**src/rtl/seq_digit_comparator.sv**
```systemverilog
// seq_digit_comparator: iterative MSB-first digit comparator
// with signed/unsigned modes, six relational ops and valid/ready handshakes.
module seq_digit_comparator #(
    parameter  int WIDTH = 32,
    parameter  int DIGIT = 4,
    localparam int NDIG  = WIDTH / DIGIT,
    localparam int CW    = $clog2(NDIG + 1)
) (
    input  logic             clk,
    input  logic             rst,
    input  logic             in_valid,
    output logic             in_ready,
    input  logic [WIDTH-1:0] in_a,
    input  logic [WIDTH-1:0] in_b,
    input  logic             in_signed,
    input  logic [2:0]       in_op,
    output logic             out_valid,
    input  logic             out_ready,
    output logic             out_result,
    output logic             out_lt,
    output logic             out_eq,
    output logic [CW-1:0]    out_cycles,
    output logic             out_err
);

    localparam int KW = (NDIG > 1) ? $clog2(NDIG) : 1;

    generate
        if (DIGIT < 1 || DIGIT > WIDTH || (WIDTH % DIGIT) != 0) begin : g_bad_param
            $error("seq_digit_comparator: WIDTH must be a multiple of DIGIT");
        end
    endgenerate

    typedef enum logic [1:0] {
        IDLE = 2'd0,
        SCAN = 2'd1,
        DONE = 2'd2
    } state_t;

    state_t            state_q, state_d;
    logic [WIDTH-1:0]  a_q, a_d;
    logic [WIDTH-1:0]  b_q, b_d;
    logic [2:0]        op_q, op_d;
    logic [KW-1:0]     k_q, k_d;
    logic [CW-1:0]     cnt_q, cnt_d;
    logic [CW-1:0]     cyc_q, cyc_d;
    logic              lt_q, lt_d;
    logic              eq_q, eq_d;
    logic              res_q, res_d;
    logic              err_q, err_d;

    logic [DIGIT-1:0]  dig_a;
    logic [DIGIT-1:0]  dig_b;
    logic              dig_lt;
    logic              dig_eq;
    logic              res_n;
    logic              err_n;
    logic [CW-1:0]     cnt_n;

    // State and datapath registers; reset discards any operation in flight.
    always_ff @(posedge clk or posedge rst) begin
        if (rst) begin
            state_q <= IDLE;
            a_q     <= '0;
            b_q     <= '0;
            op_q    <= '0;
            k_q     <= '0;
            cnt_q   <= '0;
            cyc_q   <= '0;
            lt_q    <= 1'b0;
            eq_q    <= 1'b0;
            res_q   <= 1'b0;
            err_q   <= 1'b0;
        end else begin
            state_q <= state_d;
            a_q     <= a_d;
            b_q     <= b_d;
            op_q    <= op_d;
            k_q     <= k_d;
            cnt_q   <= cnt_d;
            cyc_q   <= cyc_d;
            lt_q    <= lt_d;
            eq_q    <= eq_d;
            res_q   <= res_d;
            err_q   <= err_d;
        end
    end

    // Next-state logic: capture in IDLE, walk digits MSB-first in SCAN,
    // hold the result in DONE until the consumer takes it.
    always_comb begin
        state_d = state_q;
        a_d     = a_q;
        b_d     = b_q;
        op_d    = op_q;
        k_d     = k_q;
        cnt_d   = cnt_q;
        cyc_d   = cyc_q;
        lt_d    = lt_q;
        eq_d    = eq_q;
        res_d   = res_q;
        err_d   = err_q;

        dig_a  = DIGIT'(a_q >> (int'(k_q) * DIGIT));
        dig_b  = DIGIT'(b_q >> (int'(k_q) * DIGIT));
        dig_lt = (dig_a < dig_b);
        dig_eq = (dig_a == dig_b);
        cnt_n  = cnt_q + CW'(1);

        res_n = 1'b0;
        err_n = 1'b0;
        unique case (op_q)
            3'b000:  res_n = dig_lt;
            3'b001:  res_n = dig_lt | dig_eq;
            3'b010:  res_n = ~dig_lt & ~dig_eq;
            3'b011:  res_n = ~dig_lt;
            3'b100:  res_n = dig_eq;
            3'b101:  res_n = ~dig_eq;
            default: err_n = 1'b1;
        endcase

        unique case (state_q)
            IDLE: begin
                if (in_valid) begin
                    // Flipping the sign bit maps two's complement onto unsigned order.
                    a_d            = in_a;
                    b_d            = in_b;
                    a_d[WIDTH-1]   = in_a[WIDTH-1] ^ in_signed;
                    b_d[WIDTH-1]   = in_b[WIDTH-1] ^ in_signed;
                    op_d           = in_op;
                    k_d            = KW'(NDIG - 1);
                    cnt_d          = '0;
                    state_d        = SCAN;
                end
            end
            SCAN: begin
                cnt_d = cnt_n;
                if (!dig_eq || k_q == '0) begin
                    lt_d    = dig_lt;
                    eq_d    = dig_eq;
                    cyc_d   = cnt_n;
                    res_d   = res_n;
                    err_d   = err_n;
                    state_d = DONE;
                end else begin
                    k_d = k_q - KW'(1);
                end
            end
            DONE: begin
                if (out_ready) begin
                    state_d = IDLE;
                end
            end
            default: state_d = IDLE;
        endcase
    end

    assign in_ready   = (state_q == IDLE);
    assign out_valid  = (state_q == DONE);
    assign out_result = res_q;
    assign out_lt     = lt_q;
    assign out_eq     = eq_q;
    assign out_cycles = cyc_q;
    assign out_err    = err_q;

endmodule

```
**config.mk**
```make
export PLATFORM = sky130hd
export DESIGN_NAME = seq_digit_comparator
export DESIGN_NICKNAME = d
export VERILOG_FILES = /design/src/rtl/seq_digit_comparator.sv
export SDC_FILE = /design/constraint.sdc
export NUM_CORES = 1
export LEC_CHECK = 0
export BUFFER_PORTS_ARGS = -buffer_cell sky130_fd_sc_hd__buf_2
export CAP_MARGIN = 30
export CORE_MARGIN = 2
export CORE_UTILIZATION = 35
export CTS_CLUSTER_DIAMETER = 30
export DETAILED_ROUTE_END_ITERATION = 8
export PLACE_DENSITY = 0.62
export REMOVE_ABC_BUFFERS = 1
export SLEW_MARGIN = 5
export SYNTH_ARGS = -nofsm -noshare
export SYNTH_HDL_FRONTEND = slang
export SYNTH_SLANG_ARGS = --single-unit
export TNS_END_PERCENT = 50
```
**constraint.sdc**
```tcl
create_clock -name clk -period 2.9 [get_ports clk]
set_input_delay 0.145 -clock clk [delete_from_list [all_inputs] [get_ports clk]]
set_output_delay 0.145 -clock clk [all_outputs]
set_load 0.05 [all_outputs]
```
==> results.ini <==
[status]
status = completed

[power_and_ir_drop]
p_leak_nw = 2.62
power_mw = 5.06
swShare = 0.357
internal-power_mw = 3.25
power_density_nw_per_um2 = 1040
p_clk_frac = 0.251
seq_power_share = 0.395
vdd_drop_max_uv = 635
p_comb_frac = 0.355
power_switching_mw = 1.81

[finish]
areaGrowthSynthToFinish_pct = 23.3
fill_cells = 1075
design_area_um2 = 4860
multi_input_area_um2 = 1700
antenna_cells = 0
nNetsFinal = 572
layout-drive-gt1-share = 0.259
fin_cells = 638
final-seq-area_um2 = 2100

[logic_synthesis]
synth_edf_count = 0
synth_top_area_share = 0.533
synth.distinct_cells = 31
synthFlopType = dfrtp_1
synthTopCellsByArea = dfrtp_1 53%, nand2_1 21%, mux4_2 5.1%
synth_top_area_cell = dfrtp_1
synth_seq_area_share = 0.533
ys_ff_latch = 84
netlist_area_um2 = 3940
async_flop_share = 1.00
syn_area_per_cell_um2 = 9.67
yosysWarnings = 0
synthCells = 408

[run]
drv_cap = 0

[sta]
worstMarginPinSlew_ns = 0.726
holdWs_ns = 0.00461
finalCriticalPeriod_ns = 2.71
fin_skew_ns = 0.00513
fin_tns_setup_ns = 0
finalHoldViolCount = 0
maxSlewHeadroom = 0.516
finalCritPeriodShare = 0.933
max_freq_ghz = 0.369
slew_violations = 0
setup_viol = 0
rsz0062_at_grt = no

[worst_setup_path]
crit_path_top_delay_cell = mux4_1
worstSetupEndpointType = flop
reg2reg_to = out_result
crit_end = out_result
critPathArrivalTime_ns = 2.97
worstRegToRegCells = 9
startpoint = k_q[0]
critPathRequiredTime_ns = 3.16
critPathMaxStageDelay_ns = 0.55
critPathMaxFanout = 19
worstSetupPathType = flop to flop
rr_startpoint = k_q[0]
r2r_slack_ns = 0.19
cp-start-kind = flop
crit_chain = buf_12, mux4_1, mux2_2, ha_1, nor2b_1, o211ai_1, a21oi_1, o2111a_1, a21oi_1
critPathMostFrequentCell = a21oi_1

[drt]
drc = 0
ant_nets = 0
drtIter0Drc = 130
dr_total_vias = 2988
drt-pass1-iter-count = 4
routedWlPerCell_um = 13.8
routed_wl_um = 8800
drt-vias-per-instance = 4.68

[clocking]
clockBufferDepth = 2
insertion_delay_ns = 0.33
numCtsBuffers = 9
htree_levels = 3
cts.clk_slew.worst_paths_ns = 0.06
cts_tree = done
ctsResizeCount = 0
clock-sinks = 84
clockRootBuffer = clkbuf_16

[die]
start_util = 0.361
die_area_um2 = 12100
die-width_um = 110
row_count = 38
die_h_um = 110
ios = 82
core_um2 = 10900

[placed_design]
routabilityCongestion = 0.747
place_area_um2 = 4490
dp_hpwl_um = 6370
placed_cells = 618
numPortBuffers = 81

[hold_path]
hold_path_class = input port to flop

[global_routing]
grt_pass1_vias = 2988
antenna_found_initial = 0
grt_overflow_total = 0
grt.total_usage = 0.156
grt_max_degree = 43
grt_first_pass_wirelength_um = 14400

==> cells by family (layout without fill, tap and decap cells) <==
family                     after synthesis  count (layout)  synth area share
DFF                                     84              84             0.533
AOI/OAI and AO/OA                       26              26            0.0365
muxes                                   25              25             0.122
and+or+nand+nor                        236             236             0.238
buffers and inverters                   25             115            0.0368
xor gates and xnor gates                 5               5            0.0111
adders and majority gates                7               7            0.0222
==> power groups by stage <==
stage	Clock (mW)	Sequential [mW]	Combinational, mW
global placement	0	1.99	1.74
floorplan	0	2.03	1.23
detailed placement	0	2.02	1.79
finish	1.27	2.00	1.79
CTS	1.29	2.00	1.80
global route	1.34	2.06	2.03
==> critical path, delay by kind of cell (launching register included) <==
kind	cells	cell delay (ns)
AOI/OAI and AO/OA	4	0.80
adders and majority gates	1	0.31
buffers and inverters	1	0.19
DFF	1	0.37
muxes	2	0.83
and+or+nand+nor	1	0.13
==> routing by layer <==
| metal | vias to the layer above | wire [um] | global-route usage |
|---|---|---|---|
| met1 | 1426 | 4090 | 0.213 |
| met5 | - | 0 | 0 |
| met3 | 10 | 311 | 0.0276 |
| li1 | 1494 | - | - |
| met4 | 0 | 102 | 0.0536 |
| met2 | 58 | 4300 | 0.253 |
==> cell type report <==
class                           instances  share of cell area
Sequential cell                        84               0.432
Clock buffer                           12              0.0548
Multi-Input combinational cell        299               0.350
Inverter                                4             0.00335
Clock inverter                          4              0.0144
Timing Repair Buffer                   95               0.109
Tap cell                              140              0.0360
==> sequential cells by signal (all words and copies together), names as in the netlist <==
register	count
a_q	32
b_q	32
cnt_q	4
out_cycles	4
k_q	3
op_q	3
state_q	2
out_eq	1
out_err	1
out_lt	1
out_result	1
==> how the worst min path moves through the flow <==
| stage | cells past startpoint | from | endpoint | slack [ns] |
|---|---|---|---|---|
| final | 3 | in_a[14] | a_q[14] | 0.005 |
| after global routing | 3 | in_a[22] | a_q[22] | 0.006 |
| after CTS | 3 | in_b[27] | b_q[27] | 0.002 |
| after detailed placement | 2 | rst | op_q[1] | 0.29 |
| after global placement | 2 | rst | out_lt | 0.28 |
| after floorplan | 2 | in_a[0] | a_q[0] | 0.25 |
==> cells in the mapped netlist, types with 4 or more instances <==
library cell,count
inv_1,4
buf_4,6
o21ai_0,16
mux2i_1,4
mux4_2,9
a21oi_1,6
buf_2,5
mux4_1,7
ha_1,7
nand2_1,217
dfrtp_1,84
clkbuf_1,7
mux2_2,5
nor2_1,4
==> through the flow <==
step	util	setup WS [ns]
after floorplan	-	-0.503
after global placement	0.410	0.161
after detailed placement	0.410	0.167
after CTS	0.444	0.136
after global routing	0.445	0.0881
final	0.445	0.194
==> cells in the final DEF (no fill, tap or decap), types with 4 or more instances in the layout <==
master / count
clkbuf_16: 9
mux2_2: 5
mux2i_1: 4
dfrtp_1: 84
a21oi_1: 6
nor2_1: 4
mux4_1: 7
mux4_2: 9
nand2_1: 216
ha_1: 7
buf_2: 81
buf_4: 10
o21ai_0: 16
==> what timing repair did <==
action                     in CTS  in global routing
hold endpoints to repair       42                  0
hold buffers                    3                  0
setup endpoints to repair       0                  2
buffers inserted                0                  1
Note: power is estimated with default switching activity, not from simulation.
